--- src/rtl/midi_message_parser.sv ---
// MIDI byte-stream parser: assembles channel-voice messages with running status,
// realtime passthrough, system-message resync and optional channel filtering.
package MIDI;
  localparam int CHANNEL_WIDTH = 4;

  typedef enum logic {
    DATA   = 1'b0,
    STATUS = 1'b1
  } byte_type_t;

  typedef struct packed {
    logic [3:0] message_type;
    logic [6:0] data_byte1;
    logic [6:0] data_byte2;
  } message_t;
endpackage

module midi_message_parser #(
  parameter bit                             FILTER_EN = 1'b0,
  parameter logic [MIDI::CHANNEL_WIDTH-1:0] LISTEN_CH = 4'd0
) (
  input  logic                             clock,
  input  logic                             reset,
  input  logic                             byte_valid,
  input  logic [7:0]                       byte_data,
  output logic                             message_valid,
  output MIDI::message_t                   message,
  output logic [MIDI::CHANNEL_WIDTH-1:0]   channel,
  output logic [7:0]                       dropped_count
);

  typedef enum logic [1:0] {
    IDLE,
    WAIT_D1,
    WAIT_D2
  } state_t;

  state_t     state;
  logic [7:0] run_status;
  logic [6:0] data1;
  // Set from a status byte or first data byte until the message completes.
  logic       pending;

  logic [3:0] run_type;
  logic       passes;
  logic       emit;
  logic       is_status;

  function automatic logic [7:0] sat_inc(input logic [7:0] v);
    return (v == 8'hFF) ? v : v + 8'd1;
  endfunction

  function automatic logic needs_two(input logic [3:0] t);
    return !(t == 4'hC || t == 4'hD);
  endfunction

  assign is_status = (MIDI::byte_type_t'(byte_data[7]) == MIDI::STATUS);
  assign run_type  = run_status[7:4];
  assign passes    = !FILTER_EN || (run_status[3:0] == LISTEN_CH);
  assign emit      = passes && (run_type inside {4'h8, 4'h9, 4'hB, 4'hC});

  always_ff @(posedge clock) begin
    if (reset) begin
      state         <= IDLE;
      run_status    <= 8'h00;
      pending       <= 1'b0;
      message_valid <= 1'b0;
      message       <= '0;
      channel       <= '0;
      dropped_count <= 8'h00;
    end else begin
      message_valid <= 1'b0;
      if (byte_valid) begin
        if (is_status) begin
          if (byte_data[7:3] == 5'b11111) begin
            // Realtime bytes may land anywhere and must not disturb parsing.
          end else if (byte_data[7:4] == 4'hF) begin
            state      <= IDLE;
            run_status <= 8'h00;
            pending    <= 1'b0;
          end else begin
            if (pending) dropped_count <= sat_inc(dropped_count);
            run_status <= byte_data;
            pending    <= 1'b1;
            state      <= WAIT_D1;
          end
        end else begin
          case (state)
            IDLE: dropped_count <= sat_inc(dropped_count);
            WAIT_D1: begin
              data1 <= byte_data[6:0];
              if (needs_two(run_type)) begin
                state   <= WAIT_D2;
                pending <= 1'b1;
              end else begin
                state   <= WAIT_D1;
                pending <= 1'b0;
                if (emit) begin
                  message_valid <= 1'b1;
                  message       <= '{message_type: run_type,
                                     data_byte1:   byte_data[6:0],
                                     data_byte2:   7'd0};
                  channel       <= run_status[3:0];
                end
              end
            end
            WAIT_D2: begin
              state   <= WAIT_D1;
              pending <= 1'b0;
              if (emit) begin
                message_valid <= 1'b1;
                message       <= '{message_type: run_type,
                                   data_byte1:   data1,
                                   data_byte2:   byte_data[6:0]};
                channel       <= run_status[3:0];
              end
            end
            default: state <= IDLE;
          endcase
        end
      end
    end
  end

endmodule

--- config.mk ---
export PLATFORM = sky130hd
export DESIGN_NAME = midi_message_parser
export DESIGN_NICKNAME = d
export VERILOG_FILES = /design/src/rtl/midi_message_parser.sv
export SDC_FILE = /design/constraint.sdc
export NUM_CORES = 1
export LEC_CHECK = 0
export CAP_MARGIN = 20
export CORE_UTILIZATION = 40
export CTS_CLUSTER_DIAMETER = 150
export CTS_CLUSTER_SIZE = 28
export DETAILED_ROUTE_END_ITERATION = 8
export PLACE_DENSITY = 0.61
export SLEW_MARGIN = 15
export SYNTH_ARGS = -nofsm -noshare
export SYNTH_HDL_FRONTEND = slang
export SYNTH_SLANG_ARGS = --single-unit
--- constraint.sdc ---
create_clock -name clock -period 4.7 [get_ports clock]
set_clock_uncertainty 0.05 [all_clocks]
set_input_delay 0.47 -clock clock [delete_from_list [all_inputs] [get_ports clock]]
set_output_delay 0.47 -clock clock [all_outputs]
set_load 0.02 [all_outputs]
==> reports/summary.log <==
INFO  synth          netlist.top_cell.by_area=sky130_fd_sc_hd__dfxtp_1
INFO  sta            fin_hold_ws=0.440ns
INFO  grt            grt_pass1_wl=8.58mm
INFO  place          detailed_place_hpwl=3.41mm
INFO  place          detailed_place.area=2640squm
INFO  sta            fmaxAchievable=361MHz
INFO  drt            route.vias.total=1,759
INFO  synth          synth-seq-cells=49
INFO  grt            antenna_found_initial=0
INFO  status         outcome=completed
INFO  synth          syn_nets=233
INFO  run            maxCapViolCount=0
INFO  worst_setup_path worst-setup-path-type=reg -> reg
INFO  power_and_ir_drop peakVddDrop=132uV
INFO  sta            min_period_over_period=58.9%
INFO  die            io_pins=42
INFO  grt            grt_pass1_vias=1,729
INFO  drt            drt-total-wl=4.99mm
INFO  synth          ys_types=51
INFO  sta            finalSetupViolCount=0
INFO  worst_setup_path cp.required=4.86ns
INFO  synth          yosys-top-cells-count=sky130_fd_sc_hd__dfxtp_1 (42), sky130_fd_sc_hd__a21oi_1 (24), sky130_fd_sc_hd__mux2i_1 (12), sky130_fd_sc_hd__nor2_1 (11), sky130_fd_sc_hd__o21ai_0 (11)
INFO  power_and_ir_drop comb_power_share=10.9%
INFO  clocking       clk_pin_slew=0.10ns
INFO  min_path       worstHoldEndpoint=message[5]
INFO  cells_and_area finish.instance_area=2730squm
INFO  min_path       holdCritStartpoint=message[5]
INFO  sta            grt_setup_unrepaired=no
INFO  synth          synth.top_cell.area_share=38.1%
INFO  synth          average_cell_area_after_synthesis=10.1squm
INFO  drt            detailedRoute.firstPassIterationCount=4
INFO  synth          yosys-top-cells-area=sky130_fd_sc_hd__dfxtp_1 (38%), sky130_fd_sc_hd__edfxtp_1 (9.5%), sky130_fd_sc_hd__a21oi_1 (5.4%)
INFO  drt            drc_errors_left=0
INFO  min_path       hold_path_depth=2
INFO  die            placeableCoreArea=5200squm
INFO  clocking       clock_path_buffers=2
INFO  power_and_ir_drop internal_power=0.574mW
INFO  clocking       tritoncts_buffers=5
INFO  power_and_ir_drop share_clk_of_total_power=32.3%
INFO  sta            period_minus_slack=2.77ns
INFO  cells_and_area areaGrowthSynthToFinish=23.5%
INFO  clocking       cts_setup_buffers=0
INFO  synth          synth_enable_flop_cells=7
INFO  sta            worst_slew_margin_rel=37.9%
INFO  worst_setup_path r2r.worst_path.cells=6
INFO  worst_setup_path crit_path_start_kind=flip-flop
INFO  synth          syn-instance-count=218
INFO  worst_setup_path timing.critical_path.to_type=flip-flop
INFO  die            rows=26
INFO  power_and_ir_drop switching_share=26.3%
INFO  drt            drt_iter0_drc=133
INFO  min_path       min_delay_worst_type=reg -> reg
INFO  clocking       cts.root.buffer_cell=sky130_fd_sc_hd__clkbuf_8
INFO  worst_setup_path critical_path.max_fanout=18
INFO  power_and_ir_drop pwr-share-seq=56.8%
INFO  sta            postLayoutSetupSlackWorst=1.93ns
INFO  synth          synthMostInstantiatedCell=sky130_fd_sc_hd__dfxtp_1
INFO  power_and_ir_drop pwr_density_cell=286nW/um^2
INFO  sta            maxSlewViolCount=0
INFO  clocking       cts_tree=built
INFO  place          gp_congestion=0.811
INFO  power_and_ir_drop power.switching=0.205mW
INFO  clocking       htreeDepth=2
INFO  die            die_h=76.3microns
INFO  sta            finalHoldViolations=0
INFO  die            dieArea=5820squm
INFO  sta            setup-tns-final=0ns
INFO  place          pre_cts_ws=1.87ns
INFO  clocking       post_cts_hold_buffer_count=0
INFO  power_and_ir_drop design_power_total=0.779mW
INFO  cells_and_area antenna_cells=0
INFO  drt            postRouteAntennaNets=0
INFO  synth          ys_seq_area_share=47.6%
INFO  synth          synth-async-reset-ratio=0%
INFO  sta            timing_worst_slew_pin_value=0.925ns
INFO  worst_setup_path timing.rr.start=state[0]
INFO  clocking       cts.sink_count=49
INFO  cells_and_area drive_gt1_share=8.30%
INFO  die            dieWidth=76.3microns
INFO  worst_setup_path cp.arrival=2.93ns
INFO  grt            grt_usage=18.5%
INFO  drt            via_per_inst=5.45
INFO  grt            largest_net_degree_at_the_start_of_global_routing=35
INFO  worst_setup_path crit-reg2reg-capture=message[11]
INFO  synth          synth_flop_cell=sky130_fd_sc_hd__dfxtp_1
INFO  synth          synth_warnings=0
INFO  worst_setup_path timing.reg2reg.setup_slack=1.93ns
INFO  clocking       ctsResizeCount=0
INFO  cells_and_area final_nets=267
INFO  place          io_buffers=41
INFO  grt            grt_overflow_total=0
INFO  synth          syn-cell-area=2210squm
INFO  clocking       worst_skew_pair.late_latency=0.30ns
INFO  die            initial_utilization=42.4%
INFO  power_and_ir_drop p_leak=0.950nW
INFO  drt            wl_per_cell=15.5microns
-- power groups by stage --
stage | combinational (mW) | sequential, mW | clock (mW)
finish | 0.0848 | 0.443 | 0.252
global route | 0.0934 | 0.444 | 0.279
CTS | 0.0859 | 0.443 | 0.263
detailed placement | 0.0855 | 0.452 | 0
global placement | 0.0849 | 0.452 | 0
floorplan | 0.0507 | 0.455 | 0
-- per-layer routing --
layer	up-vias	wire (microns)	track usage, %	part of all wire [%]
met3	2	166	3.83	3.3
met4	0	27	5.77	0.54
li1	892	-	-	-
met2	34	2200	28.6	44
met1	831	2600	25.9	52
met5	-	0	0	0
-- per-stage QoR --
stage | util (%) | cells
finish | 52.4 | 323
detailed placement | 50.6 | 315
global placement | 50.6 | 315
CTS | 52.4 | 323
floorplan | - | 218
global route | 52.4 | 323
-- sequential cells by signal (all words and copies together), names as in the netlist --
register	count
channel	4
data1	7
dropped_count	8
message	18
message_valid	1
pending	1
run_status	8
state	2
-- cell type report --
class / count / area, sq um
Clock inverter: 3 / 21.3
Inverter: 9 / 33.8
Fill cell: 500 / 2480
Timing Repair Buffer: 42 / 418
Tap cell: 70 / 87.6
Clock buffer: 5 / 68.8
Multi-Input combinational cell: 145 / 1040
Sequential cell: 49 / 1050
-- how the worst max path moves through the flow --
stage | startpoint | end | slack [ns]
floorplan | state[1] | data1[0] | 2.82
global placement | byte_data[7] | message[7] | 2.01
detailed placement | byte_data[7] | message[11] | 1.87
CTS | state[0] | message[11] | 1.85
global route | state[0] | message[11] | 1.66
finish | state[0] | message[11] | 1.93
-- kinds of logic after synthesis --
group                    count (synthesis)  synth area share, %
AND/OR/NAND/NOR                         54                 15.1
buffers and inverters                   24                 5.05
flip-flops                              49                 47.6
adder cells (fa/ha/maj)                  4                 2.27
multiplexers                            16                 7.65
AO/OA/AOI/OAI                           71                 22.3
-- critical path, stage by stage, from the launching register on --
cell,delay (ns)
sky130_fd_sc_hd__dfxtp_1,0.32
sky130_fd_sc_hd__inv_1,0.10
sky130_fd_sc_hd__ha_1,0.68
sky130_fd_sc_hd__and4bb_2,0.32
sky130_fd_sc_hd__a21oi_1,0.58
sky130_fd_sc_hd__nor2_1,0.31
sky130_fd_sc_hd__a211oi_1,0.31
-- placed cells by master (no fill, tap or decap), drive strengths merged, types with 7 or more instances in the layout --
cell type	count
nand4	10
a22o	7
a21oi	24
clkdlybuf4s50	41
edfxtp	7
nand3	7
inv	10
a211oi	7
mux2i	12
o21ai	13
nor2	11
dfxtp	42
(Power assumes the default switching activity.)
